===== src/rtl/trackball_pkg.sv =====
// Shared constants and types for the trackball decoder.
//   AXIS_H / AXIS_V   : rd_sel encodings
//   DOUT_*            : bit positions inside the CPU snapshot byte
//   COUNT_W           : width of each axis step counter (LS169 pair emulation)
//   axis_state_t      : per-axis registered state exposed to the read mux
//   pack_dout()       : formats an axis state into the input-port byte
package trackball_pkg;

    localparam logic AXIS_H = 1'b0;
    localparam logic AXIS_V = 1'b1;

    localparam int unsigned DOUT_DIR       = 7;
    localparam int unsigned DOUT_MOVING    = 6;
    localparam int unsigned DOUT_COUNT_LSB = 0;

    localparam int unsigned COUNT_W = 4;

    typedef logic [COUNT_W-1:0] count_t;

    typedef struct packed {
        logic   dir;
        logic   moving;
        count_t count;
    } axis_state_t;

    function automatic logic [7:0] pack_dout(input axis_state_t s);
        logic [7:0] d;
        d                              = '0;
        d[DOUT_DIR]                    = s.dir;
        d[DOUT_MOVING]                 = s.moving;
        d[DOUT_COUNT_LSB +: COUNT_W]   = s.count;
        return d;
    endfunction

endpackage


===== src/rtl/trackball_decoder_if.sv =====
// CPU read bus of the trackball decoder.
//   rd_sel    : 0 = horizontal axis, 1 = vertical axis
//   rd_strobe : single-cycle read request
//   dout      : registered snapshot {dir, moving, 2'b00, count}
// master = CPU input mux side, slave = decoder side.
interface trackball_decoder_if;

    logic       rd_sel;
    logic       rd_strobe;
    logic [7:0] dout;

    modport master (
        output rd_sel,
        output rd_strobe,
        input  dout
    );

    modport slave (
        input  rd_sel,
        input  rd_strobe,
        output dout
    );

endinterface


===== src/rtl/trackball_axis.sv =====
// One trackball axis: synchronises the direction level and step clock, deglitches
// the step clock, detects step edges and drives a 4-bit up/down counter plus an
// idle timer that produces the moving flag.
//   clk, reset   : system clock, synchronous active-high reset
//   warmup       : high while post-reset warmup runs; filter tracks, steps suppressed
//   flip         : cocktail flip, inverts the count direction
//   dir_raw      : asynchronous direction level (1 = negative)
//   step_clk_raw : asynchronous step clock
//   state        : registered {dir, moving, count}
module trackball_axis
    import trackball_pkg::*;
#(
    parameter int unsigned SYNC_STAGES      = 2,
    parameter int unsigned FILTER_LEN       = 4,
    parameter int unsigned IDLE_CYCLES      = 1048576,
    parameter int unsigned COUNT_BOTH_EDGES = 0
) (
    input  logic        clk,
    input  logic        reset,
    input  logic        warmup,
    input  logic        flip,
    input  logic        dir_raw,
    input  logic        step_clk_raw,
    output axis_state_t state
);

    localparam int unsigned FW = (FILTER_LEN > 1) ? $clog2(FILTER_LEN) : 1;
    localparam int unsigned IW = $clog2(IDLE_CYCLES + 1);
    localparam logic [FW-1:0] FILT_MAX   = FW'(FILTER_LEN - 1);
    localparam logic [IW-1:0] IDLE_MAX   = IW'(IDLE_CYCLES);
    localparam logic [IW-1:0] IDLE_CLEAR = IW'(IDLE_CYCLES - 1);

    // Dir and clk share the same depth so a level and its step stay aligned.
    logic [SYNC_STAGES-1:0] dir_sync_q;
    logic [SYNC_STAGES-1:0] clk_sync_q;
    logic                   dir_s;
    logic                   clk_s;

    logic [FW-1:0] filt_cnt_q, filt_cnt_d;
    logic          filt_q, filt_d;
    logic          filt_prev_q;

    logic          step;
    logic          eff_dir;

    count_t        count_q, count_d;
    logic          dir_q, dir_d;
    logic          moving_q, moving_d;
    logic [IW-1:0] idle_q, idle_d;

    assign dir_s = dir_sync_q[SYNC_STAGES-1];
    assign clk_s = clk_sync_q[SYNC_STAGES-1];

    always_comb begin
        filt_cnt_d = filt_cnt_q;
        filt_d     = filt_q;
        if (warmup) begin
            // Follow the input directly so a level already high at reset release
            // is absorbed before steps are enabled.
            filt_d     = clk_s;
            filt_cnt_d = '0;
        end else if (clk_s != filt_q) begin
            if (filt_cnt_q == FILT_MAX) begin
                filt_d     = clk_s;
                filt_cnt_d = '0;
            end else begin
                filt_cnt_d = filt_cnt_q + FW'(1);
            end
        end else begin
            filt_cnt_d = '0;
        end
    end

    assign step    = !warmup && (filt_q != filt_prev_q) &&
                     ((COUNT_BOTH_EDGES != 0) || filt_q);
    assign eff_dir = dir_s ^ flip;

    always_comb begin
        count_d  = count_q;
        dir_d    = dir_q;
        idle_d   = idle_q;
        moving_d = moving_q;
        if (step) begin
            count_d  = eff_dir ? (count_q - COUNT_W'(1)) : (count_q + COUNT_W'(1));
            dir_d    = eff_dir;
            idle_d   = '0;
            moving_d = 1'b1;
        end else begin
            if (idle_q != IDLE_MAX) begin
                idle_d = idle_q + IW'(1);
            end
            if (idle_d >= IDLE_CLEAR) begin
                moving_d = 1'b0;
            end
        end
    end

    always_ff @(posedge clk) begin
        if (reset) begin
            dir_sync_q  <= '0;
            clk_sync_q  <= '0;
            filt_cnt_q  <= '0;
            filt_q      <= 1'b0;
            filt_prev_q <= 1'b0;
            count_q     <= '0;
            dir_q       <= 1'b0;
            moving_q    <= 1'b0;
            idle_q      <= '0;
        end else begin
            dir_sync_q  <= {dir_sync_q[SYNC_STAGES-2:0], dir_raw};
            clk_sync_q  <= {clk_sync_q[SYNC_STAGES-2:0], step_clk_raw};
            filt_cnt_q  <= filt_cnt_d;
            filt_q      <= filt_d;
            filt_prev_q <= filt_q;
            count_q     <= count_d;
            dir_q       <= dir_d;
            moving_q    <= moving_d;
            idle_q      <= idle_d;
        end
    end

    assign state.dir    = dir_q;
    assign state.moving = moving_q;
    assign state.count  = count_q;

endmodule


===== src/rtl/trackball_decoder.sv =====
// Atari-style trackball receiver: two axis decoders sharing a post-reset warmup,
// plus a registered CPU snapshot of the selected axis.
//   clk, reset       : system clock, synchronous active-high reset
//   flip             : cocktail flip, inverts count direction on both axes
//   h_dir, h_clk     : horizontal direction level / step clock (asynchronous)
//   v_dir, v_clk     : vertical direction level / step clock (asynchronous)
//   bus              : CPU read port (rd_sel, rd_strobe in; dout out)
//   h_count, v_count : live counters for debug
module trackball_decoder
    import trackball_pkg::*;
#(
    parameter int unsigned SYNC_STAGES      = 2,
    parameter int unsigned FILTER_LEN       = 4,
    parameter int unsigned IDLE_CYCLES      = 1048576,
    parameter int unsigned COUNT_BOTH_EDGES = 0
) (
    input  logic                  clk,
    input  logic                  reset,
    input  logic                  flip,
    input  logic                  h_dir,
    input  logic                  h_clk,
    input  logic                  v_dir,
    input  logic                  v_clk,
    trackball_decoder_if.slave    bus,
    output logic [COUNT_W-1:0]    h_count,
    output logic [COUNT_W-1:0]    v_count
);

    localparam int unsigned WARM_LOAD = SYNC_STAGES + FILTER_LEN;
    localparam int unsigned WW        = $clog2(WARM_LOAD + 1);

    logic [WW-1:0] warm_q;
    logic          warmup;
    axis_state_t   h_state;
    axis_state_t   v_state;
    logic [7:0]    rd_data;

    assign warmup = (warm_q != '0);

    always_ff @(posedge clk) begin
        if (reset) begin
            warm_q <= WW'(WARM_LOAD);
        end else if (warmup) begin
            warm_q <= warm_q - WW'(1);
        end
    end

    trackball_axis #(
        .SYNC_STAGES      (SYNC_STAGES),
        .FILTER_LEN       (FILTER_LEN),
        .IDLE_CYCLES      (IDLE_CYCLES),
        .COUNT_BOTH_EDGES (COUNT_BOTH_EDGES)
    ) u_axis_h (
        .clk          (clk),
        .reset        (reset),
        .warmup       (warmup),
        .flip         (flip),
        .dir_raw      (h_dir),
        .step_clk_raw (h_clk),
        .state        (h_state)
    );

    trackball_axis #(
        .SYNC_STAGES      (SYNC_STAGES),
        .FILTER_LEN       (FILTER_LEN),
        .IDLE_CYCLES      (IDLE_CYCLES),
        .COUNT_BOTH_EDGES (COUNT_BOTH_EDGES)
    ) u_axis_v (
        .clk          (clk),
        .reset        (reset),
        .warmup       (warmup),
        .flip         (flip),
        .dir_raw      (v_dir),
        .step_clk_raw (v_clk),
        .state        (v_state)
    );

    // Snapshot uses registered axis state, so a coincident step reads pre-step.
    always_comb begin
        rd_data = '0;
        case (bus.rd_sel)
            AXIS_H: rd_data = pack_dout(h_state);
            AXIS_V: rd_data = pack_dout(v_state);
        endcase
    end

    always_ff @(posedge clk) begin
        if (reset) begin
            bus.dout <= '0;
        end else if (bus.rd_strobe) begin
            bus.dout <= rd_data;
        end
    end

    assign h_count = h_state.count;
    assign v_count = v_state.count;

endmodule


===== src/flat_wrapper.sv =====
// flat-port wrapper written by rule: the top's interface ports become plain ports
module trackball_decoder_flat import trackball_pkg::*;
#(
    parameter int unsigned SYNC_STAGES      = 2,
    parameter int unsigned FILTER_LEN       = 4,
    parameter int unsigned IDLE_CYCLES      = 1048576,
    parameter int unsigned COUNT_BOTH_EDGES = 0
)
  (clk, reset, flip, h_dir, h_clk, v_dir, v_clk, h_count, v_count, bus_rd_sel, bus_rd_strobe, bus_dout);
  trackball_decoder_if bus_i ();
  input  logic clk;
  input  logic reset;
  input  logic flip;
  input  logic h_dir;
  input  logic h_clk;
  input  logic v_dir;
  input  logic v_clk;
  output logic [COUNT_W-1:0] h_count;
  output logic [COUNT_W-1:0] v_count;
  input wire logic [$bits(bus_i.rd_sel)-1:0] bus_rd_sel;
  input wire logic [$bits(bus_i.rd_strobe)-1:0] bus_rd_strobe;
  output wire logic [$bits(bus_i.dout)-1:0] bus_dout;
  assign bus_i.rd_sel = bus_rd_sel;
  assign bus_i.rd_strobe = bus_rd_strobe;
  assign bus_dout = bus_i.dout;
  trackball_decoder #(.SYNC_STAGES(SYNC_STAGES), .FILTER_LEN(FILTER_LEN), .IDLE_CYCLES(IDLE_CYCLES), .COUNT_BOTH_EDGES(COUNT_BOTH_EDGES)) u_core (.clk(clk), .reset(reset), .flip(flip), .h_dir(h_dir), .h_clk(h_clk), .v_dir(v_dir), .v_clk(v_clk), .bus(bus_i), .h_count(h_count), .v_count(v_count));
endmodule

===== config.mk =====
export PLATFORM = sky130hd
export DESIGN_NAME = trackball_decoder_flat
export DESIGN_NICKNAME = d
export VERILOG_FILES = /design/src/rtl/trackball_pkg.sv /design/src/rtl/trackball_decoder_if.sv /design/src/rtl/trackball_axis.sv /design/src/rtl/trackball_decoder.sv /design/src/flat_wrapper.sv
export SDC_FILE = /design/constraint.sdc
export NUM_CORES = 1
export LEC_CHECK = 0
export BUFFER_PORTS_ARGS = -buffer_cell sky130_fd_sc_hd__buf_2
export CORE_MARGIN = 2
export CORE_UTILIZATION = 45
export DETAILED_ROUTE_END_ITERATION = 10
export PLACE_DENSITY = 0.64
export SETUP_SLACK_MARGIN = 0.5
export SLEW_MARGIN = 20
export SYNTH_ARGS = -nofsm -noshare
export SYNTH_HDL_FRONTEND = slang
export SYNTH_SLANG_ARGS = --single-unit

===== constraint.sdc =====
create_clock -name clk -period 4.3 [get_ports clk]
set_input_delay 0.86 -clock clk [delete_from_list [all_inputs] [get_ports clk]]
set_output_delay 0.86 -clock clk [all_outputs]
set_load 0.1 [all_outputs]

Word level (Yosys, flattened, before mapping):

Index checks and enable logic that the tools add are counted.

* $add $sub $neg: 9
* multiply operators: 0
* divide/modulo/power cells: 0
* magnitude comparators: 2
* eq/ne operators: 8
* shift-type cells: 0
* mux-type cells: 17
* bitwise operators: 5
* reductions and logical operators: 18

Operators with widths (count)
* $mux W21: 4
* $add A21 B1 Y21 const B: 2
* $ge A21 B20 Y1 const B: 2
* $ne A21 B21 Y1 const B: 2
* $pmux W8 S2: 1
* $reduce_bool A2 Y1: 6
* $mux W1: 10
* $add A4 B1 Y4 const B: 2
* $mux W4: 2
* $reduce_or A4 Y1: 2
* $sub A4 B1 Y4 const B: 2
* $add A2 B1 Y2 const B: 2
* $eq A2 B2 Y1 const B: 2
* $logic_and A1 B1 Y1: 4
* $ne A1 B1 Y1: 4
* $reduce_and A2 Y1: 2
* $reduce_or A2 Y1: 2
* $not A1 Y1: 3
* $reduce_bool A3 Y1: 1
* $sub A3 B1 Y3 const B: 1
* $xor A1 B1 Y1: 2
* $logic_not A1 Y1: 1

* bits in registers: 81
* bits in latches: 0
* bits in writable memories: 0
* memory bits (read-only): 0
* input bits: 9
* word-level logic and storage cells: 79
* memories kept: 0

Logic depth before layout (Yosys ltp):

* word-level depth: 8
* depth in mapped cells: 9
* mapped depth without buffers: 8

By module:

From an unflattened synthesis, not the netlist that was laid out.

* cell total of the unflattened synthesis: 469
* area, all modules: 4112.7 um2

Modules (own cells, without submodules)
* trackball_axis at u_core.u_axis_v: instances 1, cells each 230, area each 1955.6 um2
* trackball_axis at u_core.u_axis_h: instances 1, cells each 194, area each 1716.6 um2
* trackball_decoder: instances 1, cells each 45, area each 440.4 um2

Least setup slack after synthesis:

No wires, ideal clock.

* path type: in2reg
* start point: input flip
* end point: register u_core.u_axis_h.count_q[3]
* arrival time: 2.270 ns
* required time: 4.233 ns
* path slack: 1.963 ns
* stages: 8
* path buffers: 0
* cells stage by stage: xor2_1 ha_1 a21o_1 a21oi_1 xnor2_1 nand2_1 xor2_1 nor2_1

* cells in the longest elaborated chain, start to end: 2

Ends and longest elaborated chain
* from (decl): line flat_wrapper.sv:13 `input logic flip;`
* $xor A1 B1 Y1: line trackball_axis.sv:76 `assign eff_dir = dir_s ^ flip;`
* $mux W4: line trackball_axis.sv:84 `count_d = eff_dir ? (count_q - COUNT_W'(1)) : (count_q + COUNT_W'(1));`
* to (signal assigned): line trackball_axis.sv:115 `count_q <= count_d;`
* to (decl): line trackball_axis.sv:46 `count_t count_q, count_d;`

Every way passes these cells.
A chain may end at the register's enable or synchronous reset.

Final worst setup path:

* start point: register u_core.u_axis_h.idle_q[1]
* end point: register u_core.u_axis_h.moving_q

* cells in the longest elaborated chain, start to end: 5
* elaborated cells on any way between the ends: 6
* those cells by class: add/sub: 1; order compare: 1; eq/ne: 1; mux: 2; reduce/logical: 1

Ends and longest elaborated chain
* from (decl): line trackball_axis.sv:49 `logic [IW-1:0] idle_q, idle_d;`
* from (signal assigned): line trackball_axis.sv:118 `idle_q <= idle_d;`
* $add A21 B1 Y21 / $ne A21 B21 Y1 (equally long branches): line trackball_axis.sv:90, trackball_axis.sv:89
* $mux W21 (*): line trackball_axis.sv:89 `if (idle_q != IDLE_MAX) begin`
* $mux W21 (*): line trackball_axis.sv:83 `if (step) begin`
* $ge A21 B20 Y1 (*): line trackball_axis.sv:92 `if (idle_d >= IDLE_CLEAR) begin`
* $reduce_bool A2 Y1 (no line) (*)
* to (signal assigned): line trackball_axis.sv:117 `moving_q <= moving_d;`
* to (decl): line trackball_axis.sv:48 `logic moving_q, moving_d;`

Every way passes the cells marked *; elsewhere a longest branch is shown, timed or not. The select of a mux whose other input is x is not followed.

==> flow_summary_export.csv <==
group,metric,value,unit
setup_path,start_kind,"register",
place,gp_congestion,0.854,
synth,yosys_register_bits,79,
floorplan,start_util,0.467,
synth,synth_edf_count,0,
detailed_routing,drt_pass1_iterations,5,
detailed_routing,via_per_inst,5.24,
clock_network,cts.path.max_buffers,2,
setup_path,arrival,2800,ps
timing,rsz0062_at_grt,"false",
place,place_ws,1630,ps
timing,relSlewSlack,0.487,
synth,ys_top_cells_by_area,"dfxtp_1 (41%), nor2_1 (6.7%), xor2_1 (6.4%), xnor2_1 (5.2%), ha_1 (3.9%)",
global_routing,antenna_found_initial,0,
synth,synth_top_area_share,0.410,
detailed_routing,wl,7290,um
setup_path,r2r-start,"u_core.u_axis_h.idle_q[1]",
detailed_routing,drt_drc_violations_left,0,
status,status,"finished, final reports clean",
timing,final_hold_viol_count,0,
power_and_ir_drop,ir_drop,152,uV
hold_path,whs_endpoint,"u_core.u_axis_h.filt_cnt_q[0]",
final_layout,syn_to_final_growth,9.21,%
timing,setup_ws,1740,ps
global_routing,track_usage,0.161,
detailed_routing,post_drt_wl_per_cell,13.0,um
hold_path,hold_path.startpoint,"u_core.u_axis_h.filt_cnt_q[0]",
timing,setup_viol,0,
floorplan,core_area,8260,um2
global_routing,grt_start_max_net_pins,38,
final_layout,multi_input_area,2140,um2
clock_network,ctsResizeCount,0,
place,dpl_cell_area,4000,um2
synth,netlist_instances,440,
timing,setup-tns-final,0,ps
hold_path,hold_class,"register to register",
detailed_routing,antenna_left,0,
final_layout,diodes,0,
synth,synth_seq_area_share,0.410,
floorplan,die-area,9330,um2
power_and_ir_drop,p_total,0.00146,W
floorplan,fp.dieH,96.6,um
timing,skew,9.35,ps
setup_path,ff2ff_path_depth,7,
detailed_routing,drt_iter0_markers,141,
synth,synthFlopType,"dfxtp_1",
power_and_ir_drop,powerDensity,345,nW/um2
synth,avgSynthCellArea,8.77,um2
power_and_ir_drop,power_leakage,1.55,nW
synth,async_flop_share,0,
global_routing,grt_pass1_wl,12600,um
final_layout,seqCellArea,1580,um2
flow_run,max_cap_violations,0,
final_layout,fillerInstances,773,
place,io_buffers,22,
floorplan,die_w,96.6,um
setup_path,r2r_slack,1740,ps
timing,period_share,0.596,
floorplan,pin_count,25,
clock_network,clock_sinks,79,
setup_path,reg2reg_to,"u_core.u_axis_h.moving_q",
clock_network,numCtsBuffers,9,
final_layout,design_area,4210,um2
hold_path,whs_path_depth,1,
timing,worst_pin_slew,766,ps
clock_network,cts.clk_slew.worst_paths,90,ps
synth,synth_cell_types,52,
setup_path,end_kind,"register",
timing,period_needed,2560,ps
final_layout,layout.nets,474,
global_routing,grt_pass1_vias,2756,
place,place_hpwl,5280,um
final_layout,final_layout_size_suffix_gt1_frac,0.121,
synth,syn_area,3860,um2
setup_path,crit_required,4540,ps
timing,timing.fmax,391,MHz
clock_network,hold_buffers,0,
clock_network,cts_tree,"built",
timing,slew_violations,0,
clock_network,htreeDepth,3,
synth,synth_top_area_cell,"dfxtp_1",
setup_path,crit_type,"register to register",
synth,yosys_warnings,0,
floorplan,rows,33,
clock_network,insertion_delay,350,ps
clock_network,root_buffer,"clkbuf_8",
global_routing,grt-ovfl-total,0,
detailed_routing,num_vias,2937,
setup_path,critical_path.max_fanout,8,
clock_network,post_cts_buffers,0,
==> worst max path at each step <==
| stage | startpoint | end | slack [ps] | cells after the start |
|---|---|---|---|---|
| floorplan | flip | u_core.u_axis_h.count_q[3] | 1960 | 8 |
| global placement | flip | u_core.u_axis_h.count_q[3] | 1750 | 9 |
| detailed placement | flip | u_core.u_axis_h.count_q[3] | 1630 | 9 |
| CTS | u_core.u_axis_h.idle_q[1] | u_core.u_axis_h.moving_q | 1750 | 7 |
| global route | u_core.u_axis_h.idle_q[1] | u_core.u_axis_h.moving_q | 1590 | 7 |
| finish | u_core.u_axis_h.idle_q[1] | u_core.u_axis_h.moving_q | 1740 | 7 |
==> power by group <==
| group | switching, W | internal [W] |
|---|---|---|
| clock network | 0.000294 | 0.000281 |
| logic | 0.0000796 | 0.0000366 |
| registers | 0.0000165 | 0.000748 |
==> final cells by class <==
cell class,count,share of cell area
multi-input cells,328,0.508
clock inverters,7,0.0205
well taps,105,0.0312
flip-flops and latches,79,0.375
clock buffers,9,0.0294
inverters,11,0.00980
repair buffers,22,0.0261
==> synthesized netlist by cell type, types with 3 or more instances <==
master / count
dfxtp_1: 79
nor2_1: 69
nand2_1: 32
xor2_1: 28
xnor2_1: 23
nand3_1: 21
nor2b_1: 17
clkbuf_1: 15
a21oi_1: 13
ha_1: 12
nor4_1: 12
inv_1: 11
mux2i_1: 11
a211oi_1: 10
nand4_1: 9
o21ai_0: 8
nor3_1: 7
buf_2: 5
nor4b_1: 5
a31oi_1: 4
and2_1: 3
nand2b_1: 3
o31ai_1: 3
or2_2: 3
==> layer usage <==
metal,vias to the layer above,share of wire,global-route usage
met3,8,0.040,0.0405
li1,1527,-,-
met5,-,0,0
met1,1349,0.51,0.216
met2,53,0.44,0.257
met4,0,0.012,0.0444
==> registers in the layout, indices dropped and copies added (netlist names), 2 cells and up <==
name                        cells
u_core.u_axis_h.count_q         4
u_core.u_axis_h.clk_sync_q      2
u_core.u_axis_h.filt_cnt_q      2
u_core.u_axis_v.clk_sync_q      2
u_core.u_axis_v.count_q         4
u_core.u_axis_h.idle_q         21
u_core.u_axis_v.filt_cnt_q      2
u_core.warm_q                   3
u_core.u_axis_v.idle_q         21
u_core.bus.dout                 6
u_core.u_axis_h.dir_sync_q      2
u_core.u_axis_v.dir_sync_q      2
==> logic make-up (layout without fill, tap and decap cells) <==
kind of cell | Yosys count | in the layout | synth area share
muxes | 11 | 11 | 0.0285
AOI/OAI and AO/OA | 48 | 48 | 0.0814
and+or+nand+nor | 202 | 202 | 0.278
other | 1 | 2 | 0.000972
xor gates and xnor gates | 51 | 51 | 0.116
DFF | 79 | 79 | 0.410
buffers and inverters | 34 | 49 | 0.0366
adders and majority gates | 14 | 14 | 0.0493
==> cell usage in the layout, fill, tap and decap left out, types with 11 or more instances in the layout <==
cell / instances
a21oi_1: 13
buf_2: 22
dfxtp_1: 79
ha_1: 12
inv_1: 11
mux2i_1: 11
nand2_1: 32
nand3_1: 21
nor2_1: 69
nor2b_1: 17
nor4_1: 12
xnor2_1: 23
xor2_1: 28
==> critical path, stage by stage, from the launching register on <==
cell and delay, ps:
dfxtp_1 450, ha_1 370, and2_1 290, a21oi_1 100, a211oi_1 240, o2111ai_1 190
or4_1 560, o31a_1 250
==> per-stage QoR <==
stage          cells  utilization  hold slack [ps]
2_1_floorplan    441            -              398
3_3_place_gp     545        0.485              406
3_5_place_dp     545        0.485              417
4_1_cts          561        0.510              437
5_1_grt          561        0.510              460
6_report         561        0.510              435
(Power assumes the default switching activity.)
